<file path="src/rtl/fetch_unit_mo.sv">
// ---------------------------------------------------------------------------
// fetch_unit_mo
//
// Multi-outstanding instruction fetch unit. Issues block-aligned fetch
// requests to instruction memory and keeps up to MAX_OUTSTANDING blocks
// either in flight or buffered. Returned blocks are delivered in order to
// the instruction queue together with their block PC and first valid slot.
// A redirect toggles an epoch bit. In-flight responses that carry the old
// epoch are dropped as they return, so the memory pipeline never has to
// drain.
//
// Ports
//   clk, rst_n                  clock, asynchronous active-low reset
//   i_redirect_valid/_pc        one-cycle redirect pulse and the new PC
//   o_mem_req_valid/_addr       registered fetch request (block aligned)
//   i_mem_req_ready             memory accepts the request
//   i_mem_resp_valid/_data      in-order response, never back-pressured
//   o_iq_valid, i_iq_ready      block handshake toward the instruction queue
//   o_iq_instruction_flatten    block data, slot i at [i*DATA +: DATA]
//   o_iq_pc                     block-aligned PC of the delivered block
//   o_iq_slot_lowerbound        first valid slot (redirect into mid-block)
// ---------------------------------------------------------------------------
module fetch_unit_mo #(
    parameter int                    BW_PROCESSOR_DATA  = 32,
    parameter int                    BW_PROCESSOR_BLOCK = 64,
    parameter int                    BW_ADDRESS         = 32,
    parameter int                    MAX_OUTSTANDING    = 4,
    parameter logic [BW_ADDRESS-1:0] RESET_PC           = '0,
    localparam int                   NUM_SLOT           = BW_PROCESSOR_BLOCK / BW_PROCESSOR_DATA,
    localparam int                   BW_SLOT            = (NUM_SLOT > 1) ? $clog2(NUM_SLOT) : 1
) (
    input  logic                          clk,
    input  logic                          rst_n,
    input  logic                          i_redirect_valid,
    input  logic [BW_ADDRESS-1:0]         i_redirect_pc,
    output logic                          o_mem_req_valid,
    input  logic                          i_mem_req_ready,
    output logic [BW_ADDRESS-1:0]         o_mem_req_addr,
    input  logic                          i_mem_resp_valid,
    input  logic [BW_PROCESSOR_BLOCK-1:0] i_mem_resp_data,
    output logic                          o_iq_valid,
    input  logic                          i_iq_ready,
    output logic [BW_PROCESSOR_BLOCK-1:0] o_iq_instruction_flatten,
    output logic [BW_ADDRESS-1:0]         o_iq_pc,
    output logic [BW_SLOT-1:0]            o_iq_slot_lowerbound
);

    localparam int BLK_BYTES = BW_PROCESSOR_BLOCK / 8;
    localparam int PTR_W     = (MAX_OUTSTANDING > 1) ? $clog2(MAX_OUTSTANDING) : 1;
    localparam int CNT_W     = PTR_W + 1;

    localparam logic [BW_ADDRESS-1:0] BLK_INC    = BW_ADDRESS'(BLK_BYTES);
    localparam logic [BW_ADDRESS-1:0] ALIGN_MASK = ~(BLK_INC - BW_ADDRESS'(1));
    localparam logic [CNT_W:0]        CREDIT_MAX = (CNT_W + 1)'(MAX_OUTSTANDING);
    localparam logic [BW_SLOT-1:0]    SLOT_MASK  = BW_SLOT'(NUM_SLOT - 1);

    // Control state
    logic [BW_ADDRESS-1:0] fetch_pc_q, fetch_pc_d;
    logic                  epoch_q, epoch_d;
    logic                  first_q, first_d;
    logic [CNT_W-1:0]      inflight_q, inflight_d;

    // Registered request
    logic                  req_valid_q, req_valid_d;
    logic [BW_ADDRESS-1:0] req_addr_q, req_addr_d;
    logic [BW_SLOT-1:0]    req_lb_q, req_lb_d;
    logic                  req_epoch_q, req_epoch_d;

    // Tag FIFO pointers (occupancy equals inflight_q)
    logic [PTR_W-1:0]      tag_wr_q, tag_wr_d;
    logic [PTR_W-1:0]      tag_rd_q, tag_rd_d;

    // Response buffer pointers and count
    logic [PTR_W-1:0]      buf_wr_q, buf_wr_d;
    logic [PTR_W-1:0]      buf_rd_q, buf_rd_d;
    logic [CNT_W-1:0]      buf_count_q, buf_count_d;

    // Storage arrays: data only, never reset
    logic                          tag_epoch_mem [MAX_OUTSTANDING];
    logic [BW_ADDRESS-1:0]         tag_addr_mem  [MAX_OUTSTANDING];
    logic [BW_SLOT-1:0]            tag_lb_mem    [MAX_OUTSTANDING];
    logic [BW_PROCESSOR_BLOCK-1:0] buf_data_mem  [MAX_OUTSTANDING];
    logic [BW_ADDRESS-1:0]         buf_pc_mem    [MAX_OUTSTANDING];
    logic [BW_SLOT-1:0]            buf_lb_mem    [MAX_OUTSTANDING];

    logic                  req_fire;
    logic                  resp_live;
    logic                  buf_nonempty;
    logic                  iq_valid;
    logic                  iq_pop;
    logic                  slot_free;
    logic                  req_load;
    logic [CNT_W:0]        credit_sum;
    logic [BW_ADDRESS-1:0] fetch_pc_aligned;
    logic [BW_SLOT-1:0]    first_lb;

    always_comb begin
        req_fire         = req_valid_q && i_mem_req_ready;
        // A response arriving in a redirect cycle is stale regardless of tag.
        resp_live        = i_mem_resp_valid && !i_redirect_valid
                           && (tag_epoch_mem[tag_rd_q] == epoch_q);
        buf_nonempty     = (buf_count_q != '0);
        iq_valid         = buf_nonempty && !i_redirect_valid;
        iq_pop           = iq_valid && i_iq_ready;
        fetch_pc_aligned = fetch_pc_q & ALIGN_MASK;
        first_lb         = BW_SLOT'(fetch_pc_q >> 2) & SLOT_MASK;

        inflight_d = inflight_q + CNT_W'(req_fire) - CNT_W'(i_mem_resp_valid);
        tag_wr_d   = tag_wr_q + PTR_W'(req_fire);
        tag_rd_d   = tag_rd_q + PTR_W'(i_mem_resp_valid);
        epoch_d    = epoch_q ^ i_redirect_valid;

        if (i_redirect_valid) begin
            buf_count_d = '0;
            buf_wr_d    = '0;
            buf_rd_d    = '0;
        end else begin
            buf_count_d = buf_count_q + CNT_W'(resp_live) - CNT_W'(iq_pop);
            buf_wr_d    = buf_wr_q + PTR_W'(resp_live);
            buf_rd_d    = buf_rd_q + PTR_W'(iq_pop);
        end

        // Credit is judged on next-cycle occupancy, so a request presented
        // next cycle always satisfies inflight + buffered < MAX_OUTSTANDING.
        // That sum can only shrink while the request waits for ready.
        credit_sum = {1'b0, inflight_d} + {1'b0, buf_count_d};
        slot_free  = !req_valid_q || req_fire;
        req_load   = slot_free && !i_redirect_valid && (credit_sum < CREDIT_MAX);

        fetch_pc_d  = fetch_pc_q;
        first_d     = first_q;
        req_valid_d = req_valid_q && !req_fire;
        req_addr_d  = req_addr_q;
        req_lb_d    = req_lb_q;
        req_epoch_d = req_epoch_q;

        if (req_load) begin
            req_valid_d = 1'b1;
            req_addr_d  = fetch_pc_aligned;
            req_lb_d    = first_q ? first_lb : '0;
            req_epoch_d = epoch_q;
            fetch_pc_d  = fetch_pc_aligned + BLK_INC;
            first_d     = 1'b0;
        end

        // A held request is left untouched; it completes with its old epoch.
        if (i_redirect_valid) begin
            fetch_pc_d = i_redirect_pc;
            first_d    = 1'b1;
        end
    end

    // Register stage: control state
    always_ff @(posedge clk or negedge rst_n) begin
        if (!rst_n) begin
            fetch_pc_q  <= RESET_PC;
            epoch_q     <= 1'b0;
            first_q     <= 1'b1;
            inflight_q  <= '0;
            req_valid_q <= 1'b0;
            req_addr_q  <= '0;
            req_lb_q    <= '0;
            req_epoch_q <= 1'b0;
            tag_wr_q    <= '0;
            tag_rd_q    <= '0;
            buf_wr_q    <= '0;
            buf_rd_q    <= '0;
            buf_count_q <= '0;
        end else begin
            fetch_pc_q  <= fetch_pc_d;
            epoch_q     <= epoch_d;
            first_q     <= first_d;
            inflight_q  <= inflight_d;
            req_valid_q <= req_valid_d;
            req_addr_q  <= req_addr_d;
            req_lb_q    <= req_lb_d;
            req_epoch_q <= req_epoch_d;
            tag_wr_q    <= tag_wr_d;
            tag_rd_q    <= tag_rd_d;
            buf_wr_q    <= buf_wr_d;
            buf_rd_q    <= buf_rd_d;
            buf_count_q <= buf_count_d;
        end
    end

    // Register stage: tag FIFO and response buffer storage
    always_ff @(posedge clk) begin
        if (req_fire) begin
            tag_epoch_mem[tag_wr_q] <= req_epoch_q;
            tag_addr_mem[tag_wr_q]  <= req_addr_q;
            tag_lb_mem[tag_wr_q]    <= req_lb_q;
        end
        if (resp_live) begin
            buf_data_mem[buf_wr_q] <= i_mem_resp_data;
            buf_pc_mem[buf_wr_q]   <= tag_addr_mem[tag_rd_q];
            buf_lb_mem[buf_wr_q]   <= tag_lb_mem[tag_rd_q];
        end
    end

    assign o_mem_req_valid = req_valid_q;
    assign o_mem_req_addr  = req_addr_q;
    assign o_iq_valid      = iq_valid;

    // Outputs read as zero while the buffer is empty, including out of reset.
    assign o_iq_instruction_flatten = buf_nonempty ? buf_data_mem[buf_rd_q] : '0;
    assign o_iq_pc                  = buf_nonempty ? buf_pc_mem[buf_rd_q]   : '0;
    assign o_iq_slot_lowerbound     = buf_nonempty ? buf_lb_mem[buf_rd_q]   : '0;

endmodule

</file>
<file path="config.mk">
export PLATFORM = sky130hd
export DESIGN_NAME = fetch_unit_mo
export DESIGN_NICKNAME = d
export VERILOG_FILES = /design/src/rtl/fetch_unit_mo.sv
export SDC_FILE = /design/constraint.sdc
export NUM_CORES = 1
export LEC_CHECK = 0
export ABC_AREA = 1
export BUFFER_PORTS_ARGS = -buffer_cell sky130_fd_sc_hd__buf_4
export CAP_MARGIN = 20
export CELL_PAD_IN_SITES_DETAIL_PLACEMENT = 1
export CELL_PAD_IN_SITES_GLOBAL_PLACEMENT = 2
export CORE_MARGIN = 10
export CORE_UTILIZATION = 43
export DETAILED_ROUTE_END_ITERATION = 16
export GPL_TIMING_DRIVEN = 0
export PLACE_DENSITY_LB_ADDON = 0.1
export SETUP_SLACK_MARGIN = 0.02
export SYNTH_ARGS = -nofsm -noshare
export SYNTH_HDL_FRONTEND = slang
export SYNTH_SLANG_ARGS = --single-unit
</file>
<file path="constraint.sdc">
create_clock -name clk -period 15.4 [get_ports clk]
set_input_delay 2.31 -clock clk [delete_from_list [all_inputs] [get_ports clk]]
set_output_delay 2.31 -clock clk [all_outputs]
set_load 0.05 [all_outputs]
</file>
# Word-level counts from Yosys, hierarchy flattened
# Memory sizes are Yosys's and may differ from the RTL's.
# Index checks and enable logic that the tools add are counted.
[totals] reg_bits=80 latch_bits=0 ram_bits=512 rom_bits=0 input_bits=102 output_inout_bits=131 wordCells=62 n_memories=6
[classes] addsub=10 mul=0 n_div=0 n_lt_le_gt_ge=1 eq_ne=1 shift=0 muxes=16 bitwise=1 n_reduce_logical=14
[mem_list] name="buf_data_mem" depth=4 width=64 rd=1 rd_clocked_by_memory_dff=0 wr=1 line="82" source="logic [BW_PROCESSOR_BLOCK-1:0] buf_data_mem [MAX_OUTSTANDING];"
[mem_list] name="buf_pc_mem" depth=4 width=32 rd=1 rd_clocked_by_memory_dff=0 wr=1 line="83" source="logic [BW_ADDRESS-1:0] buf_pc_mem [MAX_OUTSTANDING];"
[mem_list] name="tag_addr_mem" depth=4 width=29 rd=1 rd_clocked_by_memory_dff=0 wr=1 line="80" source="logic [BW_ADDRESS-1:0] tag_addr_mem [MAX_OUTSTANDING];"
[mem_list] name="buf_lb_mem" depth=4 width=1 rd=1 rd_clocked_by_memory_dff=0 wr=1 line="84" source="logic [BW_SLOT-1:0] buf_lb_mem [MAX_OUTSTANDING];"
[mem_list] name="tag_epoch_mem" depth=4 width=1 rd=1 rd_clocked_by_memory_dff=0 wr=1 line="79" source="logic tag_epoch_mem [MAX_OUTSTANDING];"
[mem_list] name="tag_lb_mem" depth=4 width=1 rd=1 rd_clocked_by_memory_dff=0 wr=1 line="81" source="logic [BW_SLOT-1:0] tag_lb_mem [MAX_OUTSTANDING];"
[op_table] op="2-to-1 mux 32 bit" n=3
[op_table] op="2-to-1 mux 64 bit" n=1
[op_table] op="adder 32 x 4 -> 32 bit, second input constant" n=1
[op_table] op="2-to-1 mux 1 bit" n=9
[op_table] op="adder 2 x 1 -> 2 bit" n=4
[op_table] op="logical AND 1 bit" n=8
[op_table] op="adder 3 x 1 -> 3 bit" n=2
[op_table] op="subtractor 3 x 1 -> 3 bit" n=2
[op_table] op="adder 3 x 3 -> 4 bit" n=1
[op_table] op="less-than comparator 4 x 3 -> 1 bit, second input constant" n=1
[op_table] op="2-to-1 mux 2 bit" n=2
[op_table] op="logical NOT 1 bit" n=3
[op_table] op="2-to-1 mux 3 bit" n=1
[op_table] op="nonzero test 3 bit" n=1
[op_table] op="nonzero test 2 bit" n=1
[op_table] op="equality test 1 bit" n=1
[op_table] op="logical OR 1 bit" n=1
[op_table] op="bitwise XOR 1 bit" n=1

# Logic depth before layout (Yosys ltp)
[depth] depth_word=11 depth_mapped=24 mapped_depth_nobuf=22

# Worst setup path before layout
# OpenSTA, ideal clock, no wires.
[synth_path] path_kind="input-to-reg" startpoint="in i_redirect_valid" endpoint="mem buf_data_mem[0][0] (enable)" t_arrival_ns=9.066 setup_slack_ns=5.671 stages=4 cell_sequence="buf_6 nor2_1 nand3_2 nor3_1"
[synth_between] elab_chain_len=5
[synth_lines] element="start, declared" line="34" source="input logic i_redirect_valid,"
[synth_lines] element="logical NOT 1 bit" line="100" source="resp_live = i_mem_resp_valid && !i_redirect_valid"
[synth_lines] element="logical AND 1 bit" line="100"
[synth_lines] element="logical AND 1 bit" line="101" source="&& (tag_epoch_mem[tag_rd_q] == epoch_q);"
[synth_lines] element="2-to-1 mux 1 bit" line="193" source="if (resp_live) begin"
[synth_lines] element="2-to-1 mux 1 bit (implied by the code)" line="194" source="buf_data_mem[buf_wr_q] <= i_mem_resp_data;"
[synth_lines] element="end, declared" line="82"
# No other way between the ends.

# Final worst setup path
[layout_path] startpoint="in i_redirect_valid" endpoint="out o_iq_valid"
[layout_between] elab_chain_len=2
[layout_lines] element="logical NOT 1 bit" line="103" source="iq_valid = buf_nonempty && !i_redirect_valid;"
[layout_lines] element="logical AND 1 bit" line="103"
[layout_lines] element="end, declared" line="41" source="output logic o_iq_valid,"
# No other way between the ends.

==> key figures <==
Status
  – Status: finished, final reports clean

Detailed routing
  – DRC violations left: 0
  – Total Wirelength: 67.6 mm
  – Vias per std cell: 5.20
  – Number of routed nets with antenna violations: 0
  – WL/cell: 22.1 µm
  – Iteration-0 DRC Markers: 1026
  – DRT Pass-1 Iters: 5
  – Vias: 15941

Clock tree
  – Num CTS Buffers: 59
  – Root cell of the clock tree: clkbuf_16
  – Clock transition at path regs: 60 ps
  – Post_cts resized: 0
  – Clk_lat worst skew: 620 ps
  – CTS HTree Levels: 2
  – Clock Sinks: 578
  – CTS tree: yes
  – Hold-fix buffer count after cts: 0
  – Post-CTS setup buffers: 0
  – Max Buffers Root-to-Sink: 3

Placed design
  – Place WS: 9190 ps
  – Routability cong.: 0.796
  – Dpl cells: 2952
  – Detailed Place HPWL: 48.0 mm
  – Port buffer count: 223
  – Placed inst area: 0.0266 mm²

Timing
  – RSZ-0062 raised after global routing: false
  – Worst setup margin: 9250 ps
  – Min cycle time layout: 6150 ps
  – Clk_skew: 18.1 ps
  – Endpoints failing hold: 0
  – Setup violators final: 0
  – Fmax: 163 MHz
  – Tightest Pin Transition: 997 ps
  – Sum Neg Setup Slack: 0 ps
  – Final Cycle Share: 39.9%
  – Max_slew headroom: 33.1%
  – Pins Over Slew Limit: 0
  – Final hold slack: 496 ps

Global routing
  – First-pass GRT wire length: 101 mm
  – Gr ovfl total: 0
  – Total track usage: 20.8%
  – Antenna violations before repair: 3
  – Vias in the first global route: 17291
  – Largest net degree at the start of global routing: 79

Synth
  – Post-synthesis sequential area ratio: 72.5%
  – Synth top area share: 64.2%
  – Synth Flop Type: edfxtp_1
  – Syn avg cell area: 11.9 µm²
  – Most frequent cell after synthesis: edfxtp_1
  – Post-Syn Area: 0.0234 mm²
  – Number of flops mapped to enable cells by yosys: 500
  – Synthesis Warnings: 0
  – Synth cell count leaders: 500 x edfxtp_1, 469 x nor2_1, 263 x o21ai_0, 195 x nand2_1, 96 x a21oi_1
  – Yosys top cell by area: edfxtp_1
  – Synthesized flop and latch total: 578
  – Post-Synthesis Cells: 1973
  – Top post-synthesis cells by area: edfxtp_1 64%, dfrtp_1 8.2%, nor2_1 7.5%
  – Yosys cell types: 38
  – Ys async rst share: 13.5%

Critical path
  – Worst Path Required: 13090 ps
  – CP endpoint kind: primary output
  – Critical R2R Launch: buf_count_q[2]
  – Max Fanout on Critical Path: 10
  – Worst setup endpoint: o_iq_valid
  – Crit path kind: in -> out
  – Worst Setup SP: i_redirect_valid
  – Worst Path Arrival: 3840 ps
  – RR Endpoint: fetch_pc_q[30]
  – Startpoint types: primary input
  – Reg2Reg Depth: 17
  – FF-to-FF setup slack: 10780 ps

Floorplanning
  – Row cnt: 85
  – Die Span Y: 253 µm
  – Die ar.: 0.0641 mm²
  – Die X: 253 µm
  – IO Count: 233
  – Starting density of the core: 43.5%
  – Total core area: 0.0538 mm²

Layout
  – Util after Layout: 53.3%
  – Final net count: 2433
  – Fraction of layout cells with a size suffix above 1: 20.5%
  – Area growth, synth to finish: 22.5%
  – Post-route insts no fill: 3064
  – Final Cell Area: 0.0287 mm²

Worst hold path
  – HP Class: reg -> reg

Pwr
  – Gate power share: 38.7%
  – Clock network power share: 24.5%
  – Switching Share: 41.3%
  – Internal power: 3.52 mW
  – PwrDens: 209 mW/mm²
  – P_sw: 2.47 mW
  – P_leak: 10.9 nW
  – Peak VDD IR: 0.000111 V
  – Final Power: 5.99 mW
  – Power share of the sequential group: 36.8%

Job
  – Max-cap violations: 0
critical path, cell delays in order:
cell    delay, ps
buf_6         140
buf_2         290
buf_1         730
nor2_1        120
buf_4         230
worst min-delay path by stage:
stage / cells after the start / endpoint / slack, ps / from
floorplan: 2 / fetch_pc_q[2] / 440 / fetch_pc_q[2]
global placement: 2 / fetch_pc_q[2] / 460 / fetch_pc_q[2]
detailed placement: 2 / fetch_pc_q[2] / 470 / fetch_pc_q[2]
CTS: 2 / first_q / 490 / first_q
global route: 1 / tag_rd_q[0] / 520 / tag_rd_q[0]
finish: 2 / fetch_pc_q[2] / 500 / fetch_pc_q[2]
final cells by class:
cell class,instances,area [µm²]
antenna,1,2.50
buffer,115,584
clock buffer,72,1590
clock inverter,38,407
fill,5614,25200
inverter,70,268
multi-input combinational,1215,5630
sequential,578,17000
tap,696,871
timing repair buffer,279,2340
cells in the final DEF (no fill, tap or decap), types with 5 or more instances in the layout:
cell type	instances
xnor2_1	5
nor2_1	469
o21ai_1	17
dfrtp_1	77
o21ai_0	263
buf_6	47
buf_8	9
clkinv_2	10
clkbuf_2	12
a21oi_1	96
o22ai_1	30
bufinv_16	8
inv_2	5
edfxtp_1	500
clkbuf_16	61
inv_1	64
conb_1	6
clkbuf_1	51
nor2_4	7
nand2_1	195
nand3_1	72
nor3_2	9
xor2_1	8
ha_1	11
o21ai_2	6
nor2_2	6
buf_2	41
clkinv_1	11
buf_4	241
routing by layer:
layer,track usage [%],wire (µm)
met1,24.0,27100
met2,38.5,35900
met3,3.40,2820
met4,7.05,1810
met5,0,9
power by group through the flow:
stage / clock network (mW) / registers, mW / logic [mW]
6_report: 1.47 / 2.20 / 2.32
5_1_grt: 1.56 / 2.23 / 2.51
4_1_cts: 1.50 / 2.20 / 2.36
3_5_place_dp: 0 / 2.23 / 2.35
3_3_place_gp: 0 / 2.25 / 2.26
2_1_floorplan: 0 / 2.31 / 1.38
registers in the layout, indices dropped and copies added, names as in the netlist, 2 cells and up:
register        cells
buf_count_q         3
buf_data_mem      256
buf_lb_mem          4
buf_pc_mem        116
buf_rd_q            2
buf_wr_q            2
fetch_pc_q         30
inflight_q          3
o_mem_req_addr     29
tag_addr_mem      116
tag_epoch_mem       4
tag_lb_mem          4
tag_rd_q            2
tag_wr_q            2
kinds of logic (layout without fill, tap and decap cells):
family / Yosys count / after routing / synth area share (%)
AO/OA/AOI/OAI: 412 / 412 / 9.07
XOR/XNOR: 13 / 13 / 0.487
adder cells (fa/ha/maj): 13 / 13 / 0.760
buffers and inverters: 185 / 574 / 3.64
flip-flops: 578 / 578 / 72.5
other: 1 / 7 / 0.0160
AND/OR/NAND/NOR: 771 / 771 / 13.5
No activity file was read; power rests on OpenSTA's default activity.
